`src/rtl/cpu_types_pkg.sv`:
```
// Shared CPU types: RAM handshake status, data word, and the responder FSM
// state so that benches can probe the controller by name.
package cpu_types_pkg;

    typedef logic [31:0] word_t;

    typedef enum logic [1:0] {
        FREE   = 2'd0,
        BUSY   = 2'd1,
        ACCESS = 2'd2,
        ERROR  = 2'd3
    } ramstate_t;

    typedef enum logic [2:0] {
        IDLE  = 3'd0,
        DACC  = 3'd1,
        IACC  = 3'd2,
        DDONE = 3'd3,
        IDONE = 3'd4
    } mresp_state_t;

    // Values returned on dmemload for a store-conditional.
    localparam word_t SC_PASS = 32'd1;
    localparam word_t SC_FAIL = 32'd0;

endpackage

```
`src/rtl/link_register.sv`:
```
// LL/SC reservation: one valid bit plus the reserved word address.
// A clear in the same cycle as a set always wins.
import cpu_types_pkg::*;

module link_register (
    input  logic  CLK,
    input  logic  nRST,
    input  logic  i_set,
    input  logic  i_clr,
    input  word_t i_set_addr,
    input  word_t i_cmp_addr,
    output logic  o_valid,
    output logic  o_match
);

    logic  r_valid;
    word_t r_addr;

    // Reservation update: clear has priority over set.
    always_ff @(posedge CLK or negedge nRST) begin
        if (!nRST) begin
            r_valid <= 1'b0;
            r_addr  <= '0;
        end else if (i_clr) begin
            r_valid <= 1'b0;
        end else if (i_set) begin
            r_valid <= 1'b1;
            r_addr  <= i_set_addr;
        end
    end

    assign o_valid = r_valid;
    assign o_match = r_valid && (r_addr == i_cmp_addr);

endmodule

```
`src/rtl/pipeline_mem_responder.sv`:
```
// Single-port memory responder for the pipelined core: data requests win
// arbitration over fetches, each access ends with a one-cycle hit pulse,
// and LL/SC is resolved against a local link register.
import cpu_types_pkg::*;

module pipeline_mem_responder #(
    parameter bit LINK_EN = 1'b1
) (
    input  logic      CLK,
    input  logic      nRST,
    input  logic      halt,
    input  logic      imemREN,
    input  word_t     imemaddr,
    output word_t     imemload,
    output logic      ihit,
    input  logic      dmemREN,
    input  logic      dmemWEN,
    input  logic      datomic,
    input  word_t     dmemaddr,
    input  word_t     dmemstore,
    output word_t     dmemload,
    output logic      dhit,
    output logic      ramREN,
    output logic      ramWEN,
    output word_t     ramaddr,
    output word_t     ramstore,
    input  word_t     ramload,
    input  ramstate_t ramstate
);

    mresp_state_t r_state;
    mresp_state_t w_state_next;

    logic  r_dwen;       // data request latched as a write (REN+WEN counts as write)
    logic  r_datomic;    // data request latched as LL/SC
    word_t r_dload;
    word_t r_iload;

    logic  w_access;
    logic  w_dreq;
    logic  w_sc_fail;
    logic  w_link_match;
    logic  w_link_valid;
    logic  w_link_set;
    logic  w_link_clr_evt;
    logic  w_lat_dload;
    word_t w_dload_val;
    logic  w_lat_iload;

    assign w_access  = (ramstate == ACCESS);
    assign w_dreq    = dmemREN | dmemWEN;
    // An SC without a matching reservation never reaches the RAM.
    assign w_sc_fail = LINK_EN && dmemWEN && datomic && !w_link_match;

    link_register u_link (
        .CLK        (CLK),
        .nRST       (nRST),
        .i_set      (w_link_set),
        .i_clr      (w_link_clr_evt | halt),
        .i_set_addr (dmemaddr),
        .i_cmp_addr (dmemaddr),
        .o_valid    (w_link_valid),
        .o_match    (w_link_match)
    );

    // State register.
    always_ff @(posedge CLK or negedge nRST) begin
        if (!nRST) begin
            r_state <= IDLE;
        end else begin
            r_state <= w_state_next;
        end
    end

    // Next-state, RAM strobes, hit pulses and latch/link enables.
    always_comb begin
        w_state_next   = r_state;
        ramREN         = 1'b0;
        ramWEN         = 1'b0;
        ramaddr        = '0;
        ramstore       = '0;
        ihit           = 1'b0;
        dhit           = 1'b0;
        w_lat_dload    = 1'b0;
        w_dload_val    = r_dload;
        w_lat_iload    = 1'b0;
        w_link_set     = 1'b0;
        w_link_clr_evt = 1'b0;
        case (r_state)
            IDLE: begin
                if (w_dreq) begin
                    if (w_sc_fail) begin
                        w_state_next   = DDONE;
                        w_lat_dload    = 1'b1;
                        w_dload_val    = SC_FAIL;
                        w_link_clr_evt = 1'b1;
                    end else begin
                        w_state_next = DACC;
                    end
                end else if (imemREN && !halt) begin
                    w_state_next = IACC;
                end
            end
            DACC: begin
                ramaddr  = dmemaddr;
                ramstore = dmemstore;
                ramWEN   = r_dwen;
                ramREN   = !r_dwen;
                if (w_access) begin
                    w_state_next = DDONE;
                    if (!r_dwen) begin
                        w_lat_dload = 1'b1;
                        w_dload_val = ramload;
                        w_link_set  = LINK_EN && r_datomic;
                    end else if (r_datomic) begin
                        w_lat_dload    = 1'b1;
                        w_dload_val    = SC_PASS;
                        w_link_clr_evt = 1'b1;
                    end else begin
                        // A plain store to the reserved word breaks the link.
                        w_link_clr_evt = w_link_match;
                    end
                end
            end
            IACC: begin
                ramaddr = imemaddr;
                ramREN  = 1'b1;
                if (w_access) begin
                    w_state_next = IDONE;
                    w_lat_iload  = 1'b1;
                end
            end
            DDONE: begin
                dhit         = 1'b1;
                w_state_next = IDLE;
            end
            IDONE: begin
                ihit         = 1'b1;
                w_state_next = IDLE;
            end
            default: w_state_next = IDLE;
        endcase
    end

    // Request qualifiers captured at arbitration and the returned words.
    always_ff @(posedge CLK or negedge nRST) begin
        if (!nRST) begin
            r_dwen    <= 1'b0;
            r_datomic <= 1'b0;
            r_dload   <= '0;
            r_iload   <= '0;
        end else begin
            if (r_state == IDLE && w_dreq) begin
                r_dwen    <= dmemWEN;
                r_datomic <= datomic;
            end
            if (w_lat_dload) begin
                r_dload <= w_dload_val;
            end
            if (w_lat_iload) begin
                r_iload <= ramload;
            end
        end
    end

    assign dmemload = r_dload;
    assign imemload = r_iload;

endmodule
```
`config.mk`:
```
export PLATFORM = sky130hd
export DESIGN_NAME = pipeline_mem_responder
export DESIGN_NICKNAME = d
export VERILOG_FILES = /design/src/rtl/cpu_types_pkg.sv /design/src/rtl/link_register.sv /design/src/rtl/pipeline_mem_responder.sv
export SDC_FILE = /design/constraint.sdc
export NUM_CORES = 1
export LEC_CHECK = 0
export BUFFER_PORTS_ARGS = -buffer_cell sky130_fd_sc_hd__buf_2
export CAP_MARGIN = 20
export CORE_ASPECT_RATIO = 1.4
export CORE_MARGIN = 10
export CORE_UTILIZATION = 40
export DETAILED_ROUTE_END_ITERATION = 12
export GPL_TIMING_DRIVEN = 0
export PLACE_DENSITY = 0.76
export REMOVE_ABC_BUFFERS = 1
export SLEW_MARGIN = 20
export SYNTH_ARGS = -nofsm -noshare
export SYNTH_HDL_FRONTEND = slang
export SYNTH_SLANG_ARGS = --single-unit
```
`constraint.sdc`:
```
create_clock -name CLK -period 1.95 [get_ports CLK]
set_input_delay 0.195 -clock CLK [delete_from_list [all_inputs] [get_ports CLK]]
set_output_delay 0.195 -clock CLK [all_outputs]
set_load 0.005 [all_outputs]
```
== Word-level counts from Yosys, hierarchy flattened ==
Index checks and enable logic that the tools add are counted.

* Word-level logic and storage cells: 71
* Output and inout bits: 132
* Register bits: 102

* Reduce and logical (&&, ||, !) cells: 14
* Bitwise operators: 3
* Multiplexer cells: 35
* Eq/ne operators: 12

{| class="wikitable"
|+ Operators with widths
! operator !! number
|-
| 32-bit 2-to-1 mux || 6
|-
| 32-bit one-hot mux with 2 select lines || 2
|-
| 32-bit equality test || 1
|-
| 1-bit 2-to-1 mux || 18
|-
| 3-bit 2-to-1 mux || 4
|-
| 3-bit one-hot mux with 3 select lines || 1
|-
| 2-bit inequality test (second input constant) || 4
|-
| 3-bit by 2-bit equality test with 1-bit output (second input constant) || 2
|-
| 3-bit inequality test (second input constant) || 2
|-
| 1-bit one-hot mux with 2 select lines || 3
|-
| 6-bit AND reduction || 1
|-
| 1-bit logical AND || 5
|-
| 2-bit nonzero test || 2
|-
| 3-bit by 1-bit equality test with 1-bit output (second input constant) || 1
|-
| 3-bit equality test (second input constant) || 1
|-
| 1-bit logical NOT || 3
|-
| 3-bit logical NOT || 1
|-
| 3-bit AND reduction || 1
|-
| 2-bit equality test (second input constant) || 1
|-
| 2-bit 2-to-1 mux || 1
|-
| 1-bit OR || 2
|-
| 2-bit AND reduction || 1
|-
| 1-bit inverter || 1
|}

== Logic depth before layout (Yosys ltp) ==
Gate-level depths: netlist of run 1.

* Depth after elaboration: 10
* Mapped depth: 9

== Modules after synthesis ==
From an unflattened synthesis of run 1, not the netlist that was laid out.

* Cells, all modules: 452
* Area, all modules: 5261.3 µm²

{| class="wikitable"
|+ Modules (own cells, without submodules)
! module !! sequential area each (µm²) !! area each (µm²) !! cells each !! instances
|-
| pipeline_mem_responder || 1726.7 || 3651.0 || 332 || 1
|-
| link_register || 825.8 || 1610.3 || 120 || 1
|}

== Worst setup path after synthesis of run 1 ==
Ideal clock, no wire load.

* Path type: register to register
* Start point: register u_link.r_addr[24]
* End point: register r_dload[0] (netlist: dmemload[0])
* Stages on the path, launching flop included: 8
* Setup slack: 0.121 ns
* Path buffers: 1
* Arrival time: 1.750 ns
* Data required time: 1.871 ns
* Library setup time: 0.079 ns
* Path through: dfrtp_1 -> xor2_1 -> nor4_1 -> nand4_1 -> nor4_4 -> a21o_4 -> buf_6 -> mux2i_1

* Longest elaborated chain between the ends: 8

{| class="wikitable"
|+ Ends and longest elaborated chain
! element !! RTL line !! text
|-
| start: declaration || link_register.sv:17 || <nowiki>word_t r_addr;</nowiki>
|-
| start signal: assignment || link_register.sv:28 || <nowiki>r_addr <= i_set_addr;</nowiki>
|-
| 32-bit equality test (*) || link_register.sv:33 || <nowiki>assign o_match = r_valid && (r_addr == i_cmp_addr);</nowiki>
|-
| 1-bit logical AND (*) || link_register.sv:33 ||
|-
| 1-bit logical NOT (*) || pipeline_mem_responder.sv:53 || <nowiki>assign w_sc_fail = LINK_EN && dmemWEN && datomic && !w_link_match;</nowiki>
|-
| 1-bit logical AND (*) || pipeline_mem_responder.sv:53 ||
|-
| 1-bit 2-to-1 mux || pipeline_mem_responder.sv:92 || <nowiki>if (w_sc_fail) begin</nowiki>
|-
| 1-bit 2-to-1 mux || pipeline_mem_responder.sv:91 || <nowiki>if (w_dreq) begin</nowiki>
|-
| 1-bit one-hot mux with 2 select lines || pipeline_mem_responder.sv:89 || <nowiki>case (r_state)</nowiki>
|-
| 6-bit AND reduction (no line) (*) || -- ||
|-
| end signal: assignment || pipeline_mem_responder.sv:158 || <nowiki>r_dload <= w_dload_val;</nowiki>
|-
| end: declaration || pipeline_mem_responder.sv:36 || <nowiki>word_t r_dload;</nowiki>
|}

Every way passes the cells marked *; elsewhere a longest branch is shown, timed or not.
A chain may end at the register's enable or synchronous reset.

== Worst setup path after layout of run 1 ==
* Start point: register u_link.r_addr[17]
* End point: register r_dload[6] (netlist: dmemload[6])

Same word-level chain as after synthesis.

==> results of run 1 <==
[synthesized netlist by cell type, drive strengths merged]
cell type	number
nor3	3
xor2	24
nand2	4
o21a	1
and3	33
o41ai	1
a22o	65
and2	1
buf	11
nor4	6
nand3	2
nand3b	1
nor2	5
xnor2	8
and3b	1
inv	5
o211a	1
o31ai	1
dfrtp	102
o21ai	5
o21bai	1
clkbuf	17
a21o	1
o31a	2
nor3b	2
mux2	65
nor2b	1
nand2b	1
mux2i	1
nand4	3
[flip-flops by register name, summed over array words and instances (netlist names)]
register / cells
imemload: 32
r_state: 3
dmemload: 32
u_link.r_addr: 32
r_datomic: 1
r_dwen: 1
u_link.o_valid: 1
[where the power goes]
part           internal [W]  leakage, nW  switching (W)
Combinational       0.00245         2.49        0.00208
Clock              0.000901        0.132       0.000762
Sequential          0.00297         1.31       0.000560
[stage by stage]
step	power, W	instances	instance area, um2	utilization (%)	hold slack (ns)
5_1_grt	0.01034	809	7020	59.39	0.08602
2_1_floorplan	0.005492	346	4677	-	-0.1006
3_5_place_dp	0.007377	764	6271	53.05	0.1732
3_3_place_gp	0.007150	761	6202	52.47	0.4180
6_report	0.009721	809	7020	59.39	0.09569
4_1_cts	0.009455	800	6790	57.45	0.08271
[worst max-delay path by stage]
stage,from,endpoint
floorplan,r_state[0],imemload[0]
global placement,r_state[0],imemload[29]
detailed placement,r_state[0],u_link.r_addr[28]
CTS,u_link.r_addr[3],dmemload[6]
global route,u_link.r_addr[19],dmemload[0]
finish,u_link.r_addr[17],dmemload[6]
[cells by family (layout without fill, tap and decap cells)]
kind of cell	after synthesis	count (layout)	share of synthesized area [%]
compound gates	78	81	13.90
xor+xnor	32	32	5.820
buf+inv	33	315	3.274
flops	102	102	53.00
mux	66	66	15.41
simple gates	63	66	8.600
[repair_timing]
item / CTS / global route
gates cloned: 7 / 3
pin swaps: 18 / 49
endpoints found under the setup margin: 137 / 115
hold buffers: 1 / 0
resized for setup: 18 / 18
endpoints found under the hold margin: 50 / 0
setup buffers: 12 / 6
[layer usage]
| layer | global-route usage (%) | share of wire, % |
|---|---|---|
| met5 | 0 | 0 |
| met4 | 6.043 | 1.8 |
| met3 | 6.370 | 8.6 |
| met2 | 33.55 | 53 |
| met1 | 20.45 | 37 |
[cell type report]
cell class / instances / area (um2)
clock buffers: 11 / 242.7
clock inverters: 5 / 33.78
fillers: 975 / 4800
inverters: 5 / 18.77
multi-input cells: 245 / 2265
flip-flops and latches: 102 / 2559
well taps: 147 / 183.9
repair buffers: 294 / 1718
[worst reg2reg max path, delay by kind of cell, from the launching register on]
kind / cells / cell delay [ns]
buf+inv: 2 / 0.29
compound gates: 2 / 0.34
simple gates: 3 / 0.90
flops: 1 / 0.40
xor+xnor: 1 / 0.19
==> flow_summary.toml, run 1 <==
[floorplan]
initial_core_utilization_pct = 40.74
die_area_um2 = 16890
ioPinCount = 269
die_width_um = 112.7
std_cell_rows = 47
die_y_um = 149.8
core_um2 = 11820

[layout]
layout-drive-gt1-share_pct = 58.01
diodes = 0
num-nets-final = 794
commonest_cells_after_routing_fill_and_taps_aside = "267 x buf_2, 99 x dfrtp_1, 63 x a22o_1"
most_common_cell_after_layout_fill_and_taps_aside = "buf_2"
synth_to_final_area_change_pct = 45.78

[clock_network]
max-clock-path-buffers = 2
worst_skew_pair.late_latency_ns = 0.34
cts-buffers-inserted = 9
cts_root_buffer = "clkbuf_16"
clk_transition_reported_paths_ns = 0.07
clock_sink_count = 102
cts_htree_levels = 3
tritoncts = "yes"

[synth]
distinct_cell_type_count_after_synthesis = 39
yosys_warnings = 0
seq_area_frac_synth_pct = 53.00
synth.cell_area_um2 = 4816
synth.top_cells.by_area = "dfrtp_1 53%, mux2_2 12%, a22o_1 12%, xor2_1 4.4%, and3_1 4.3%"
syn_avg_cell_area_um2 = 12.88
synthesized_instance_count = 374
synthDominantCellAreaShare_pct = 53.00
synth-seq-cells = 102
synth_largest_area_cell = "dfrtp_1"

[timing]
fin_skew_ns = 0.01016
drv_slew = 0
setup_slack_ns = -0.2260
tns_ns = -6.238
slew-limit-headroom_pct = 58.04
timing.final.hold_violations = 0
rsz0062_at_grt = "yes"
total_setup_violations_reported_at_the_end_of_the_flow = 54
fmaxAchievable_ghz = 0.4596
final_critical_path_required_period_ns = 2.176
worst_slew_pin_slew_ns = 0.6281
final_min_period_over_clock_period_pct = 111.6

[worst_setup_path]
critical_path.slowest_cell = "nor4_2"
reg2reg_to = "dmemload[6]"
cp_capture_type = "register"
worst_path_largest_cell_delay_ns = 0.50
critical_path_peak_fanout = 8
r2r_cells = 8
critical-path-top-delay-family = "simple AND/OR/NAND/NOR gates"
critPathArrivalTime_ns = 2.45
timing.rr.start = "u_link.r_addr[17]"
crit_cells = 8
worst_path_cell_chain = "xor2_1 -> nor4_2 -> nand3_1 -> nor4_4 -> buf_6 -> buf_12 -> a21o_4 -> a22o_1"
required_ns = 2.23
r2r_setup_slack_ns = -0.23
worst_setup_path_start_kind = "register"
path_class = "reg2reg"
crit_buf_inv = 2

[flow_run]
drv.max_cap_violation_count = 0

[grt]
grt_max_degree = 53
grt_antenna_before_repair = 0
grt_overflow = 0
grt_pass1_vias = 4664
global_route_total_usage_across_every_layer_pct = 18.84
first_pass_grt_wire_length_um = 25630

[detailed_routing]
detail_route.wirelength_um = 17220
detailroute.via_count = 4330
detail_route.drc_violations = 0
drt_first_iter_violations = 221
firstDrtPassIters = 4
postRouteAntennaNets = 0
route.detailed.vias_per_inst = 5.352
routed_wire_length_per_instance_um = 21.28

[pwr]
power.static_leakage_nw = 3.930
ir_worst_vdd_mv = 0.7007
power_density_nw_per_um2 = 1385

[hold_path]
hold_path.class = "in2reg"
timing.hold.worst_endpoint = "dmemload[17]"
timing.hold.worst_path_depth = 2
min-delay-start = "ramload[17]"

[placement]
place.port_buffers = 268
gp_congestion = 0.8112
dp_slack_ns = -1.507
detailedPlacementHpwl_um = 11750

[outcome]
violations = "setup timing"
outcome = "finished with violations"
(Power assumes the default switching activity.)
==> run 2, diff against run 1 <==
--- a/config.mk
+++ b/config.mk
@@ -7,12 +7,14 @@
 export LEC_CHECK = 0
 export BUFFER_PORTS_ARGS = -buffer_cell sky130_fd_sc_hd__buf_2
 export CAP_MARGIN = 20
+export CELL_PAD_IN_SITES_DETAIL_PLACEMENT = 1
+export CELL_PAD_IN_SITES_GLOBAL_PLACEMENT = 1
 export CORE_ASPECT_RATIO = 1.4
 export CORE_MARGIN = 10
-export CORE_UTILIZATION = 40
+export CORE_UTILIZATION = 30
 export DETAILED_ROUTE_END_ITERATION = 12
 export GPL_TIMING_DRIVEN = 0
-export PLACE_DENSITY = 0.76
+export PLACE_DENSITY_LB_ADDON = 0.1
 export REMOVE_ABC_BUFFERS = 1
 export SLEW_MARGIN = 20
 export SYNTH_ARGS = -nofsm -noshare
==> run 2 against run 1 <==
The flow still finishes with violations (setup timing); cell count grew 6.7%; largest power group unchanged; highest routed layer is now met5; worst hold slack lost 0.012 ns; routed wire length grew 7.5%; maximum frequency grew 8.6%; combinational power is essentially flat; via count shrank 0.88%; sequential power is essentially flat; clock skew grew 0.0070 ns; first-iteration DRC count shrank 41%; clock power grew 8%.
==> flow_summary.toml, run 2 (synthesized netlist as in run 1, its figures left out) <==
[outcome]
outcome = "finished with violations"
violations = "setup timing"

[timing]
total_setup_violations_reported_at_the_end_of_the_flow = 26
holdWs_ns = 0.08380
timing.final.hold_violations = 0
setup_slack_ns = -0.05443
worst_slew_pin_slew_ns = 0.4161
drv_slew = 0
slew-limit-headroom_pct = 72.26
fin_skew_ns = 0.01719
fmaxAchievable_ghz = 0.4989
final_critical_path_required_period_ns = 2.004
final_min_period_over_clock_period_pct = 102.8
rsz0062_at_grt = "yes"

[layout]
synth_to_final_area_change_pct = 47.75
regArea_um2 = 2559
layout.cell_area.non_filler_um2 = 7116
finish.utilization_pct = 45.39
layout-drive-gt1-share_pct = 58.92
fillerInstances = 1772
diodes = 0
num-nets-final = 799
number_of_standard_cells_in_the_layout_taps_in_and_fillers_out = 863
total_area_of_multi_input_combinational_cells_um2 = 2295
most_common_cell_after_layout_fill_and_taps_aside = "buf_2"
commonest_cells_after_routing_fill_and_taps_aside = "267 x buf_2, 99 x dfrtp_1, 63 x a22o_1"

[placement]
detailed_place.area_um2 = 6369
dp_slack_ns = -1.405
detailedPlacementHpwl_um = 13070
gp_congestion = 0.7148
place.port_buffers = 268
dp.cells = 815

[grt]
global_route_total_usage_across_every_layer_pct = 16.21
use_met3_pct = 6.001
grt_antenna_before_repair = 2
grt_overflow = 0
grt_max_degree = 78
gr_layer_usage_met1_pct = 17.56
first_pass_grt_wire_length_um = 28280
grt_pass1_vias = 4858
grt_busiest_layer = "met2"
met2_usage_pct = 29.25

[hold_path]
min-delay-start = "ramload[14]"
hold_path.class = "in2reg"
timing.hold.worst_path_depth = 2
timing.hold.worst_endpoint = "dmemload[14]"

[pwr]
power_density_nw_per_um2 = 1380
power.static_leakage_nw = 3.977
ir_worst_vdd_mv = 0.6011

[clock_network]
max-clock-path-buffers = 2
tritoncts = "yes"
clk_transition_reported_paths_ns = 0.08
cts_root_buffer = "clkbuf_16"
cts-buffers-inserted = 9
clock_sink_count = 102
worst_skew_pair.late_latency_ns = 0.34
cts_htree_levels = 3

[detailed_routing]
detailroute.via_count = 4292
route.detailed.vias_per_inst = 4.973
detail_route.wirelength_um = 18510
firstDrtPassIters = 4
postRouteAntennaNets = 0
detail_route.drc_violations = 0
routed_wire_length_per_instance_um = 21.45
drt_first_iter_violations = 130

[floorplan]
die_y_um = 169.9
ioPinCount = 269
core_um2 = 15680
std_cell_rows = 54
initial_core_utilization_pct = 30.72
die_width_um = 127.1
die_area_um2 = 21590

[worst_setup_path]
path_class = "reg2reg"
worst_path_cell_chain = "xor2_1 -> nor4_2 -> nand4_1 -> nor4_4 -> buf_6 -> buf_12 -> a21o_4 -> a22o_1"
worst_setup_path_start_kind = "register"
r2r_setup_slack_ns = -0.05
timing.rr.start = "u_link.r_addr[5]"
reg2reg_to = "dmemload[5]"
critical_path.slowest_cell = "dfrtp_1"
crit_buf_inv = 2
critical-path-top-delay-family = "simple AND/OR/NAND/NOR gates"
critical_path_peak_fanout = 8
critPathArrivalTime_ns = 2.29
required_ns = 2.23
cp_capture_type = "register"
r2r_cells = 8
worst_path_largest_cell_delay_ns = 0.40

[flow_run]
drv.max_cap_violation_count = 0
## run 2: cell count changes in the layout (fill, tap and decap cells not counted), moves of 2 or more
cell	before	now
buf_6	5	7
buf_4	9	15
clkbuf_16	12	9
clkinvlp_4	2	0
inv_8	0	2
inv_6	1	3
## run 2: what timing repair did
action / in CTS / in global routing
endpoints found under the setup margin: 168 / 83
gates cloned: 7 / 1
gates resized for setup: 24 / 10
pin swaps: 15 / 22
setup buffers: 20 / 3
endpoints found under the hold margin: 25 / 0
hold buffers: 1 / 0
## run 2: per-stage QoR
step	total power, W	TNS [ns]
final	0.009821	-0.9320
after global routing	0.01057	-4.401
after CTS	0.009878	-3.161
after detailed placement	0.007486	-107.07
after global placement	0.007264	-291.46
after floorplan	0.005492	-110.75
## run 2: area by class of cell
class                      count  share of cell area (%)
clock buffer                   9                   3.165
clock inverter                 7                  0.9847
inverter                       5                  0.2638
multi-input combinational    246                   32.25
sequential                   102                   35.96
tap                          196                   3.446
timing repair buffer         298                   23.93
## run 2: worst max path at each step
stage	startpoint	end	slack (ns)	depth (start not counted)
global route	u_link.r_addr[5]	dmemload[20]	-0.16	8
detailed placement	r_state[0]	u_link.r_addr[7]	-1.41	4
global placement	r_state[0]	imemload[29]	-2.90	3
floorplan	r_state[0]	imemload[0]	-1.46	3
finish	u_link.r_addr[5]	dmemload[5]	-0.05	8
CTS	u_link.r_addr[20]	dmemload[0]	-0.12	7
## run 2: layer usage
metal	wire, um	part of all wire, %
met3	1473	8.0
met2	9895	53
met1	6956	38
met5	20	0.11
met4	162	0.88
## run 2: report_power, final
part           switching (W)  internal (W)  total [W]  leakage, nW
clock               0.000879      0.000909    0.00179        0.147
sequential          0.000554       0.00296    0.00352         1.31
combinational        0.00211       0.00241    0.00452         2.52
==> run 3, diff against run 2 <==
--- a/config.mk
+++ b/config.mk
@@ -14,7 +14,7 @@
 export CORE_UTILIZATION = 30
 export DETAILED_ROUTE_END_ITERATION = 12
 export GPL_TIMING_DRIVEN = 0
-export PLACE_DENSITY_LB_ADDON = 0.1
+export PLACE_DENSITY = 0.83
 export REMOVE_ABC_BUFFERS = 1
 export SLEW_MARGIN = 20
 export SYNTH_ARGS = -nofsm -noshare
==> run 3 against run 2 <==
The flow still finishes with violations (setup timing); maximum frequency shrank 6.2%; die area unchanged; utilization grew 0.30 points; sequential power about the same; flip-flop and latch count did not move; sequential share of layout area shrank 0.24 points; critical path type unchanged; largest cell class unchanged.
==> flow_summary.toml, run 3 (synthesized netlist as in run 1, its figures left out) <==
[worst_setup_path]
timing.rr.start = "u_link.r_addr[1]"
worst_setup_path_start_kind = "register"
path_class = "reg2reg"
worst_path_largest_cell_delay_ns = 0.40
reg2reg_to = "dmemload[16]"
timing.critical_path.mode_cell = "buf_6"
worst_path_cell_chain = "xor2_1 -> nor4_2 -> nand3_2 -> nor4_4 -> buf_6 -> buf_6 -> a21o_4 -> a22o_1"
crit_buf_inv = 2
cp_capture_type = "register"
critical_path.slowest_cell = "dfrtp_1"
critical_path_peak_fanout = 8
r2r_cells = 8
critPathArrivalTime_ns = 2.41
r2r_setup_slack_ns = -0.19
required_ns = 2.23
critical-path-top-delay-family = "simple AND/OR/NAND/NOR gates"

[floorplan]
initial_core_utilization_pct = 30.72
std_cell_rows = 54
die_area_um2 = 21590
die_width_um = 127.1
ioPinCount = 269
core_um2 = 15680
die_y_um = 169.9

[detailed_routing]
route.detailed.vias_per_inst = 5.038
drt_first_iter_violations = 188
postRouteAntennaNets = 0
detail_route.wirelength_um = 19210
firstDrtPassIters = 4
detail_route.drc_violations = 0
routed_wire_length_per_instance_um = 22.21
detailroute.via_count = 4358

[placement]
place.port_buffers = 268
dp_slack_ns = -1.556
detailed_place.area_um2 = 6334
detailedPlacementHpwl_um = 13470
gp_congestion = 0.7511

[timing]
total_setup_violations_reported_at_the_end_of_the_flow = 34
slew-limit-headroom_pct = 65.64
rsz0062_at_grt = "yes"
worst_slew_pin_slew_ns = 0.5143
drv_slew = 0
fin_skew_ns = 0.009634
final_critical_path_required_period_ns = 2.137
fmaxAchievable_ghz = 0.4680
timing.final.hold_violations = 0
final_min_period_over_clock_period_pct = 109.6
setup_slack_ns = -0.1869

[clock_network]
clock_sink_count = 102
cts_htree_levels = 3
cts_root_buffer = "clkbuf_16"
max-clock-path-buffers = 2
cts-buffers-inserted = 9
worst_skew_pair.late_latency_ns = 0.34
tritoncts = "yes"
clk_transition_reported_paths_ns = 0.07

[pwr]
ir_worst_vdd_mv = 0.6248
power_density_nw_per_um2 = 1383
power.static_leakage_nw = 3.988

[hold_path]
timing.hold.worst_endpoint = "dmemload[15]"
hold_path.class = "in2reg"
timing.hold.worst_path_depth = 2
min-delay-start = "ramload[15]"

[layout]
synth_to_final_area_change_pct = 48.74
most_common_cell_after_layout_fill_and_taps_aside = "buf_2"
layout-drive-gt1-share_pct = 59.34
layout.cell_area.non_filler_um2 = 7163
commonest_cells_after_routing_fill_and_taps_aside = "267 x buf_2, 99 x dfrtp_1, 63 x a22o_1"
diodes = 0
num-nets-final = 801
finish.utilization_pct = 45.70

[grt]
grt_pass1_vias = 4925
gr_layer_usage_met1_pct = 16.38
grt_max_degree = 72
grt_busiest_layer = "met2"
first_pass_grt_wire_length_um = 28480
grt_antenna_before_repair = 0
use_met3_pct = 6.716
met2_usage_pct = 30.63
global_route_total_usage_across_every_layer_pct = 16.42
grt_overflow = 0

[outcome]
outcome = "finished with violations"
violations = "setup timing"

[flow_run]
drv.max_cap_violation_count = 0
==> run 3: cell count changes in the layout (fill, tap and decap cells not counted), sizes merged <==
| cell | previous run | this run |
|---|---|---|
| buf | 297 | 296 |
| clkbuf | 9 | 13 |
| clkinv | 2 | 4 |
| inv | 10 | 8 |
| nand3b | 3 | 2 |
==> run 3: per-stage QoR <==
stage	total power, W	setup TNS (ns)	hold slack (ns)	std cells
2_1_floorplan	0.005492	-110.75	-0.1006	346
6_report	0.009907	-5.485	0.09157	865
5_1_grt	0.01058	-7.149	0.08014	865
3_3_place_gp	0.007184	-249.46	0.4238	810
3_5_place_dp	0.007495	-118.06	0.1045	813
4_1_cts	0.009669	-8.172	0.07811	854
==> run 3: metal layers <==
layer  part of all wire, %  vias to the layer above  routed length, um
li1                      -                     1971                  -
met1                    35                     2180               6719
met2                    54                      186              10400
met3                   9.2                       21               1777
met4                   1.6                        0                314
met5                     0                        -                  0
==> run 3: worst register-to-register path, delay by kind of cell, from the launching register on <==
family | cells | cell delay (ns)
AND/OR/NAND/NOR | 3 | 0.88
flip-flops | 1 | 0.40
AO/OA/AOI/OAI | 2 | 0.32
buffers and inverters | 2 | 0.28
XOR/XNOR | 1 | 0.20
==> run 3: how the worst max path moves through the flow <==
| stage | from | slack (ns) | depth (start not counted) | endpoint |
|---|---|---|---|---|
| detailed placement | r_state[0] | -1.56 | 4 | u_link.r_addr[8] |
| global route | u_link.r_addr[1] | -0.23 | 8 | dmemload[20] |
| CTS | u_link.r_addr[19] | -0.26 | 8 | dmemload[16] |
| floorplan | r_state[0] | -1.46 | 3 | imemload[0] |
| finish | u_link.r_addr[1] | -0.19 | 8 | dmemload[16] |
| global placement | r_state[0] | -2.62 | 3 | imemload[31] |
==> run 3: final cells by class <==
| cell class | instances | area [um2] |
|---|---|---|
| clock inverter | 7 | 56.30 |
| timing repair buffer | 301 | 1762 |
| fill | 1753 | 8512 |
| clock buffer | 9 | 225.2 |
| sequential | 102 | 2559 |
| inverter | 5 | 18.77 |
| tap | 196 | 245.2 |
| multi-input combinational | 245 | 2297 |
==> run 3: timing repair <==
item                                    4_1_cts  5_1_grt
pin swaps                                    21       41
setup buffers                                17        9
resized for setup                            22       19
hold buffers                                  1        0
endpoints found under the hold margin        31        0
endpoints found under the setup margin      166       93
cloned                                        7        3
==> run 3: where the power goes <==
part | switching, W | internal, W
sequential | 0.000580 | 0.00297
combinational | 0.00220 | 0.00246
clock | 0.000821 | 0.000885
total | 0.00360 | 0.00631
